--- src/rtl/ovl_incr_stim_gen_if.sv ---
// rtl/ovl_incr_stim_gen_if.sv - run request, configuration and generated-value bundle for ovl_incr_stim_gen
interface ovl_incr_stim_gen_if #(
  parameter int WIDTH  = 4,
  parameter int CNT_W  = 8,
  parameter int HOLD_W = 4
);
  logic              start;
  logic [WIDTH-1:0]  init_val;
  logic [WIDTH-1:0]  step;
  logic [CNT_W-1:0]  num_updates;
  logic [HOLD_W-1:0] hold_cycles;
  logic [CNT_W-1:0]  err_at;
  logic [WIDTH-1:0]  test_expr;
  logic              busy;
  logic              done;
  logic              expect_fire;
  logic [CNT_W-1:0]  upd_idx;

  modport master (
    output start, init_val, step, num_updates, hold_cycles, err_at,
    input  test_expr, busy, done, expect_fire, upd_idx
  );

  modport slave (
    input  start, init_val, step, num_updates, hold_cycles, err_at,
    output test_expr, busy, done, expect_fire, upd_idx
  );
endinterface

--- src/rtl/ovl_incr_stim_gen.sv ---
// rtl/ovl_incr_stim_gen.sv - incrementing stimulus source for an ovl_increment checker, with one optional bad step
module ovl_incr_stim_gen #(
  parameter int WIDTH  = 4,
  parameter int CNT_W  = 8,
  parameter int HOLD_W = 4
) (
  input  logic                clock,
  input  logic                reset,
  ovl_incr_stim_gen_if.slave  bus
);

  typedef enum logic [1:0] {IDLE, HOLD, DONE} state_t;

  state_t            state, state_n;
  logic [WIDTH-1:0]  value_q, value_n;
  logic              busy_q, busy_n;
  logic              done_q, done_n;
  logic              fire_q, fire_n;
  logic [CNT_W-1:0]  upd_q, upd_n;
  logic [HOLD_W-1:0] hold_cnt_q, hold_cnt_n;
  logic [WIDTH-1:0]  step_q, step_n;
  logic [CNT_W-1:0]  num_q, num_n;
  logic [HOLD_W-1:0] hold_q, hold_n;
  logic [CNT_W-1:0]  err_q, err_n;

  logic [CNT_W-1:0]  upd_inc;
  logic              inject;

  // upd_inc never wraps to 0 inside a run, so err_at == 0 can never match
  assign upd_inc = upd_q + CNT_W'(1);
  assign inject  = (upd_inc == err_q);

  always_ff @(posedge clock or negedge reset) begin
    if (!reset) begin
      state      <= IDLE;
      value_q    <= '0;
      busy_q     <= 1'b0;
      done_q     <= 1'b0;
      fire_q     <= 1'b0;
      upd_q      <= '0;
      hold_cnt_q <= '0;
      step_q     <= '0;
      num_q      <= '0;
      hold_q     <= '0;
      err_q      <= '0;
    end else begin
      state      <= state_n;
      value_q    <= value_n;
      busy_q     <= busy_n;
      done_q     <= done_n;
      fire_q     <= fire_n;
      upd_q      <= upd_n;
      hold_cnt_q <= hold_cnt_n;
      step_q     <= step_n;
      num_q      <= num_n;
      hold_q     <= hold_n;
      err_q      <= err_n;
    end
  end

  always_comb begin
    state_n    = state;
    value_n    = value_q;
    busy_n     = busy_q;
    done_n     = 1'b0;
    fire_n     = 1'b0;
    upd_n      = upd_q;
    hold_cnt_n = hold_cnt_q;
    step_n     = step_q;
    num_n      = num_q;
    hold_n     = hold_q;
    err_n      = err_q;

    unique case (state)
      IDLE: begin
        if (bus.start) begin
          step_n     = bus.step;
          num_n      = bus.num_updates;
          hold_n     = bus.hold_cycles;
          err_n      = bus.err_at;
          value_n    = bus.init_val;
          busy_n     = 1'b1;
          upd_n      = '0;
          hold_cnt_n = bus.hold_cycles;
          state_n    = (bus.num_updates == '0) ? DONE : HOLD;
        end
      end
      HOLD: begin
        if (hold_cnt_q != '0) begin
          hold_cnt_n = hold_cnt_q - HOLD_W'(1);
        end else begin
          value_n = value_q + step_q + WIDTH'(inject);
          fire_n  = inject;
          upd_n   = upd_inc;
          if (upd_inc == num_q) begin
            state_n = DONE;
          end else begin
            hold_cnt_n = hold_q;
          end
        end
      end
      DONE: begin
        done_n  = 1'b1;
        busy_n  = 1'b0;
        state_n = IDLE;
      end
      default: state_n = IDLE;
    endcase
  end

  assign bus.test_expr   = value_q;
  assign bus.busy        = busy_q;
  assign bus.done        = done_q;
  assign bus.expect_fire = fire_q;
  assign bus.upd_idx     = upd_q;

endmodule

--- src/flat_wrapper.sv ---
// flat-port wrapper written by rule: the top's interface ports become plain ports
module ovl_incr_stim_gen_flat 
#(
  parameter int WIDTH  = 4,
  parameter int CNT_W  = 8,
  parameter int HOLD_W = 4
)
  (clock, reset, bus_start, bus_init_val, bus_step, bus_num_updates, bus_hold_cycles, bus_err_at, bus_test_expr, bus_busy, bus_done, bus_expect_fire, bus_upd_idx);
  ovl_incr_stim_gen_if #(.WIDTH(WIDTH), .CNT_W(CNT_W), .HOLD_W(HOLD_W)) bus_i ();
  input  logic clock;
  input  logic reset;
  input wire logic [$bits(bus_i.start)-1:0] bus_start;
  input wire logic [$bits(bus_i.init_val)-1:0] bus_init_val;
  input wire logic [$bits(bus_i.step)-1:0] bus_step;
  input wire logic [$bits(bus_i.num_updates)-1:0] bus_num_updates;
  input wire logic [$bits(bus_i.hold_cycles)-1:0] bus_hold_cycles;
  input wire logic [$bits(bus_i.err_at)-1:0] bus_err_at;
  output wire logic [$bits(bus_i.test_expr)-1:0] bus_test_expr;
  output wire logic [$bits(bus_i.busy)-1:0] bus_busy;
  output wire logic [$bits(bus_i.done)-1:0] bus_done;
  output wire logic [$bits(bus_i.expect_fire)-1:0] bus_expect_fire;
  output wire logic [$bits(bus_i.upd_idx)-1:0] bus_upd_idx;
  assign bus_i.start = bus_start;
  assign bus_i.init_val = bus_init_val;
  assign bus_i.step = bus_step;
  assign bus_i.num_updates = bus_num_updates;
  assign bus_i.hold_cycles = bus_hold_cycles;
  assign bus_i.err_at = bus_err_at;
  assign bus_test_expr = bus_i.test_expr;
  assign bus_busy = bus_i.busy;
  assign bus_done = bus_i.done;
  assign bus_expect_fire = bus_i.expect_fire;
  assign bus_upd_idx = bus_i.upd_idx;
  ovl_incr_stim_gen #(.WIDTH(WIDTH), .CNT_W(CNT_W), .HOLD_W(HOLD_W)) u_core (.clock(clock), .reset(reset), .bus(bus_i));
endmodule
--- config.mk ---
export PLATFORM = sky130hd
export DESIGN_NAME = ovl_incr_stim_gen_flat
export DESIGN_NICKNAME = d
export VERILOG_FILES = /design/src/rtl/ovl_incr_stim_gen_if.sv /design/src/rtl/ovl_incr_stim_gen.sv /design/src/flat_wrapper.sv
export SDC_FILE = /design/constraint.sdc
export NUM_CORES = 1
export LEC_CHECK = 0
export ABC_AREA = 1
export CAP_MARGIN = 25
export CORE_MARGIN = 2
export CORE_UTILIZATION = 40
export CTS_CLUSTER_DIAMETER = 200
export DETAILED_ROUTE_END_ITERATION = 16
export GPL_ROUTABILITY_DRIVEN = 0
export PLACE_DENSITY = 0.64
export SLEW_MARGIN = 10
export SYNTH_ARGS = -nofsm -noshare
export SYNTH_HDL_FRONTEND = slang
export SYNTH_SLANG_ARGS = --single-unit
--- constraint.sdc ---
create_clock -name clock -period 2.5 [get_ports clock]
set_input_delay 0.25 -clock clock [delete_from_list [all_inputs] [get_ports clock]]
set_output_delay 0.25 -clock clock [all_outputs]
set_load 0.1 [all_outputs]
After elaboration in Yosys (flattened, before gate mapping)
Cells that the tools add are included.
{"block": "op_classes", "addsub": 4, "reduce_logical": 10, "muxes": 20, "eq_ne": 8}
{"operator": "4-bit 2-to-1 mux", "count": 5}
{"operator": "8-bit equality test", "count": 2}
{"operator": "8-bit 2-to-1 mux", "count": 2}
{"operator": "4-bit case mux with 2 select lines", "count": 2}
{"operator": "8-bit case mux with 2 select lines", "count": 1}
{"operator": "3-bit AND reduction", "count": 3}
{"operator": "8-bit by 1-bit adder with 8-bit output (second input constant)", "count": 1}
{"operator": "8-bit logical NOT", "count": 1}
{"operator": "2-bit 2-to-1 mux", "count": 4}
{"operator": "4-bit by 1-bit adder with 4-bit output", "count": 1}
{"operator": "4-bit adder", "count": 1}
{"operator": "1-bit 2-to-1 mux", "count": 4}
{"operator": "2-bit != test (second input constant)", "count": 2}
{"operator": "2-bit case mux with 2 select lines", "count": 1}
{"operator": "2-bit AND reduction", "count": 2}
{"operator": "2-bit nonzero test", "count": 2}
{"operator": "4-bit nonzero test", "count": 1}
{"operator": "4-bit by 1-bit subtractor with 4-bit output (second input constant)", "count": 1}
{"operator": "3-bit by 2-bit != test with 1-bit output (second input constant)", "count": 1}
{"operator": "2-bit by 1-bit equality test with 1-bit output (second input constant)", "count": 1}
{"operator": "2-bit equality test (second input constant)", "count": 1}
{"operator": "2-bit logical NOT", "count": 1}
{"operator": "2-bit by 1-bit != test with 1-bit output (second input constant)", "count": 1}
{"operator": "1-bit case mux with 2 select lines", "count": 1}
{"block": "totals", "input_bits": 31, "ff_bits": 45, "out_inout_bits": 15, "elab_cells": 53}

Longest topological paths before layout
{"block": "depth", "ltp_word": 5, "mapped_depth": 17, "mapped_depth_nobuf": 16}

Worst setup path before layout
OpenSTA, ideal clock, no wires.
{"block": "synth_path", "kind": "register to register", "start": "register u_core.upd_q[1] (netlist: u_core.bus.upd_idx[1])", "end": "register u_core.value_q[2] (netlist: u_core.bus.test_expr[2])", "setup_time_ps": 120, "t_required_ps": 2380, "n_path_buf": 0, "arrival_time_ps": 3123, "stages_incl_launch_ff": 14, "synth_period_minus_slack_ps": 3244, "setup_slack_ps": -744, "cell_sequence": "dfrtp_1 -> ha_1 -> nand3_1 -> nand2_1 -> nand2_1 -> o21ai_0 -> a211oi_1 -> nand3_1 -> inv_1 -> fa_1 -> fa_1 -> o21ai_0 -> nand3_1 -> o21a_1"}
{"block": "synth_between", "elab_chain_len": 5}
{"element": "start, declared", "line_no": "ovl_incr_stim_gen.sv:19", "text": "logic [CNT_W-1:0] upd_q, upd_n;"}
{"element": "start signal, assigned", "line_no": "ovl_incr_stim_gen.sv:52", "text": "upd_q <= upd_n;"}
{"element": "8-bit by 1-bit adder with 8-bit output", "line_no": "ovl_incr_stim_gen.sv:30", "text": "assign upd_inc = upd_q + CNT_W'(1);"}
{"element": "8-bit equality test", "line_no": "ovl_incr_stim_gen.sv:31", "text": "assign inject = (upd_inc == err_q);"}
{"element": "4-bit by 1-bit adder with 4-bit output", "line_no": "ovl_incr_stim_gen.sv:92", "text": "value_n = value_q + step_q + WIDTH'(inject);"}
{"element": "4-bit 2-to-1 mux", "line_no": "ovl_incr_stim_gen.sv:89", "text": "if (hold_cnt_q != '0) begin"}
{"element": "4-bit case mux with 2 select lines", "line_no": "ovl_incr_stim_gen.sv:74", "text": "unique case (state)"}
{"element": "end signal, assigned", "line_no": "ovl_incr_stim_gen.sv:48", "text": "value_q <= value_n;"}
{"element": "end, declared", "line_no": "ovl_incr_stim_gen.sv:15", "text": "logic [WIDTH-1:0] value_q, value_n;"}
No other way between the ends. The select of a mux whose other input is x is not followed.
A chain may end at the register's enable or synchronous reset.

Worst setup path after layout
{"block": "layout_path", "start": "register u_core.upd_q[1] (netlist: u_core.bus.upd_idx[1])", "end": "register u_core.value_q[1] (netlist: u_core.bus.test_expr[1])"}
The elaborated chain is that of the path after synthesis.

==> summary.txt <==
Global route
  – Vias in the first global route: 2237
  – Initial antenna violation count: 0
  – First-pass GRT wire length: 10400 µm
  – Grt ovf: 0
  – Gr usage total: 0.189
  – Largest net degree at the start of global routing: 35

Setup path
  – Crit path max-delay family: adder cells
  – Crit-path slowest cell: fa_2
  – WP data required: 2.71 ns
  – Worst Setup Path Type: reg -> reg
  – Worst Setup SP: u_core.bus.upd_idx[1]$_DFFE_PN0P_
  – Crit-path cells: ha_4 > nand2_4 > nor2_4 > nand2_2 > nand2_1 > nand2_1 > nor2_1 > nor3_1 > nand3_1 > inv_1 > fa_2 > fa_2 > nor2_1 > o31ai_1
  – Max incr delay on CP: 0.52 ns
  – R2R Path Start: u_core.bus.upd_idx[1]$_DFFE_PN0P_
  – Crit-path max FO: 6
  – Worst setup SP type: flip-flop
  – CP Capture Type: flip-flop
  – Worst path bufs/invs: 1
  – Critical Path AT: 2.76 ns

Timing
  – Final Cycle Share: 1.02
  – RSZ-0062 raised after global routing: true
  – Fin worst setup slack: -0.0455 ns
  – Count of pins over their slew limit: 0
  – Slew HR: 0.572
  – Setup_tns: -0.0455 ns
  – Fmax: 393 MHz
  – Final setup fails: 1
  – Worst hold slack: 0.475 ns
  – Worst-Margin Slew: 0.641 ns
  – Count of final hold-check violations: 0
  – Min cycle time layout: 2.55 ns
  – Worst Clk Skew: 0.00578 ns

Clock tree
  – Clock Pin Slew Worst Setup and Hold Paths: 0.09 ns
  – Clock latency on the worst-skew pair: 0.30 ns
  – H-Tree Depth: 2
  – Clock buffer depth: 2
  – Root Driver: clkbuf_8
  – CTS buffer count: 5
  – Clock sinks: 45
  – CTS tree: done

Layout
  – Nets: 410
  – Share of cells above drive strength 1: 0.286
  – # diodes: 0
  – Layout area overhead: 34.0%
  – Fillers: 556
  – Design Area, Final: 0.00333 mm²

Drt
  – Drt pass-1 iters: 4
  – Total wire length: 6180 µm
  – Routed via count: 2239
  – Vias per cell: 4.99
  – Final ANT Viol Nets: 0
  – Starting DRC count in detailed routing: 98
  – Wire length per cell: 13.8 µm
  – DR DRC count: 0

Synthesis
  – Synth cell count leaders: 60 x nand2_1, 45 x dfrtp_1, 36 x nor2_1, 33 x inv_1
  – Library cells used by synthesis: 34
  – Mapped Avg Cell Area: 8.26 µm²
  – Flops & latches, synth: 45
  – Number of synthesized flops with an enable pin: 0
  – Sequential share of the synthesized area: 0.453
  – Synth Cell Area: 0.00249 mm²
  – Cell with the most instances after synthesis: nand2_1
  – Synth Instances: 301
  – Cell taking the most area after synthesis: dfrtp_1
  – Share of the synthesized area in the top cell type: 0.453
  – Post-synth top flop: dfrtp_1
  – Post-synth ARST share: 1.00
  – Post-synth net total: 338
  – Yosys warnings: 0
  – Area contributors post-synth: dfrtp_1 45%, nand2_1 9.1%, nor2_1 5.4%, inv_1 5.0%, mux2_2 4.5%

Die
  – # IOs: 46
  – Core Region: 0.00596 mm²
  – Die X: 82.8 µm
  – Initial Utilization: 0.417
  – Die Y: 82.8 µm
  – Rows: 28
  – Area of the die: 0.00686 mm²

Flow run
  – Max-Cap Viols: 0

Placement
  – I/O Buffers: 45
  – Placed cell areas: 0.00308 mm²
  – Pre-CTS setup slack: -0.0599 ns
  – DP HPWL: 4500 µm

Worst hold path
  – Hold Path Class: reg -> reg
  – Hold path start: u_core.state[0]$_DFFE_PN0P_

Power and ir drop
  – PwrDens: 391 mW/mm²
  – Pleak: 1.66 nW
  – Worst IR drop on VDD: 211 µV

Run status
  – Status: finished with violations
  – Violated checks: negative setup slack
==> cell usage in the layout (no fill, tap or decap), types with 3 or more instances in the layout <==
cell / n
nand2_1: 58
buf_4: 40
dfrtp_1: 37
nor2_1: 36
inv_1: 32
clkdlybuf4s50_1: 29
a21oi_1: 18
nand2_2: 17
nand3_1: 16
mux2_2: 10
o21ai_0: 8
inv_2: 7
clkbuf_8: 7
dfrtp_4: 6
o22ai_1: 5
o21ai_1: 4
nor2_2: 3
nand3_2: 3
nand4_1: 3
nor2_4: 3
o221ai_1: 3
o31ai_1: 3
ha_1: 3
==> metal layers <==
layer  track usage  vias up  routed length (µm)
met3        0.0328        7                 260
li1              -     1120                   -
met5             0        -                   0
met1         0.244     1064                2780
met4        0.0760        0                  63
met2         0.315       48                3080
==> logic make-up (layout without fill, tap and decap cells) <==
kind of cell	after synthesis	in the layout	synth area share
AND/OR/NAND/NOR	145	145	0.271
AO/OA/AOI/OAI	47	47	0.111
buffers and inverters	46	119	0.0765
flip-flops	45	45	0.453
multiplexers	10	10	0.0453
adder cells (fa/ha/maj)	6	6	0.0362
XOR/XNOR	2	2	0.00705
==> what timing repair did <==
| action | CTS | global route |
|---|---|---|
| endpoints found under the setup margin | 2 | 8 |
| hold buffers | 1 | 0 |
| pin swaps | 5 | 1 |
| hold endpoints to repair | 26 | 0 |
| buffers inserted | 15 | 1 |
| resized for setup | 3 | 4 |
==> power breakdown <==
| part | switching, mW | internal, mW | total (mW) |
|---|---|---|---|
| Combinational | 0.0264 | 0.0431 | 0.0695 |
| Clock | 0.257 | 0.250 | 0.507 |
| Sequential | 0 | 0.727 | 0.727 |
==> sequential cells by signal, indices dropped and copies added, names as in the netlist <==
register                flops
u_core.bus.upd_idx          8
u_core.step_q               4
u_core.err_q                8
u_core.hold_q               4
u_core.bus.expect_fire      1
u_core.bus.test_expr        4
u_core.num_q                8
u_core.state                2
u_core.bus.busy             1
u_core.hold_cnt_q           4
u_core.bus.done             1
==> worst register-to-register path, cell delays in order (launching register included) <==
cell     delay, ns
dfrtp_4       0.48
ha_4          0.18
nand2_4       0.07
nor2_4        0.08
nand2_2       0.06
nand2_1       0.06
nand2_1       0.06
nor2_1        0.09
nor3_1        0.06
nand3_1       0.12
inv_1         0.07
fa_2          0.35
fa_2          0.52
nor2_1        0.04
o31ai_1       0.21
==> area by class of cell <==
type / instances / area [µm²] / share of cell area
Multi-Input combinational cell: 210 / 1210 / 0.364
Sequential cell: 45 / 1150 / 0.346
Timing Repair Buffer: 72 / 626 / 0.188
Inverter: 39 / 146 / 0.0440
Clock buffer: 7 / 96.3 / 0.0289
Tap cell: 75 / 93.8 / 0.0282
Clock inverter: 1 / 5.00 / 0.00150
==> per-stage QoR <==
step | cells | utilization | power, mW
floorplan | 301 | - | 0.745
global placement | 424 | 0.517 | 0.812
detailed placement | 424 | 0.517 | 0.812
CTS | 448 | 0.555 | 1.33
global route | 449 | 0.559 | 1.35
finish | 449 | 0.559 | 1.30
==> final timing paths <==
kind / to / slack [ns] / cells past startpoint
max: u_core.bus.test_expr[1]$_DFFE_PN0P_ / -0.05 / 14
min: u_core.bus.done$_DFF_PN0_ / 0.48 / 1
max reg2reg: u_core.bus.test_expr[1]$_DFFE_PN0P_ / -0.05 / 14
min reg2reg: u_core.bus.done$_DFF_PN0_ / 0.48 / 1
max in group asynchronous: u_core.step_q[2]$_DFFE_PN0P_ / 1.29 / 3
min in group asynchronous: u_core.bus.upd_idx[4]$_DFFE_PN0P_ / 0.51 / 2
Note: power is estimated with default switching activity, not from simulation.
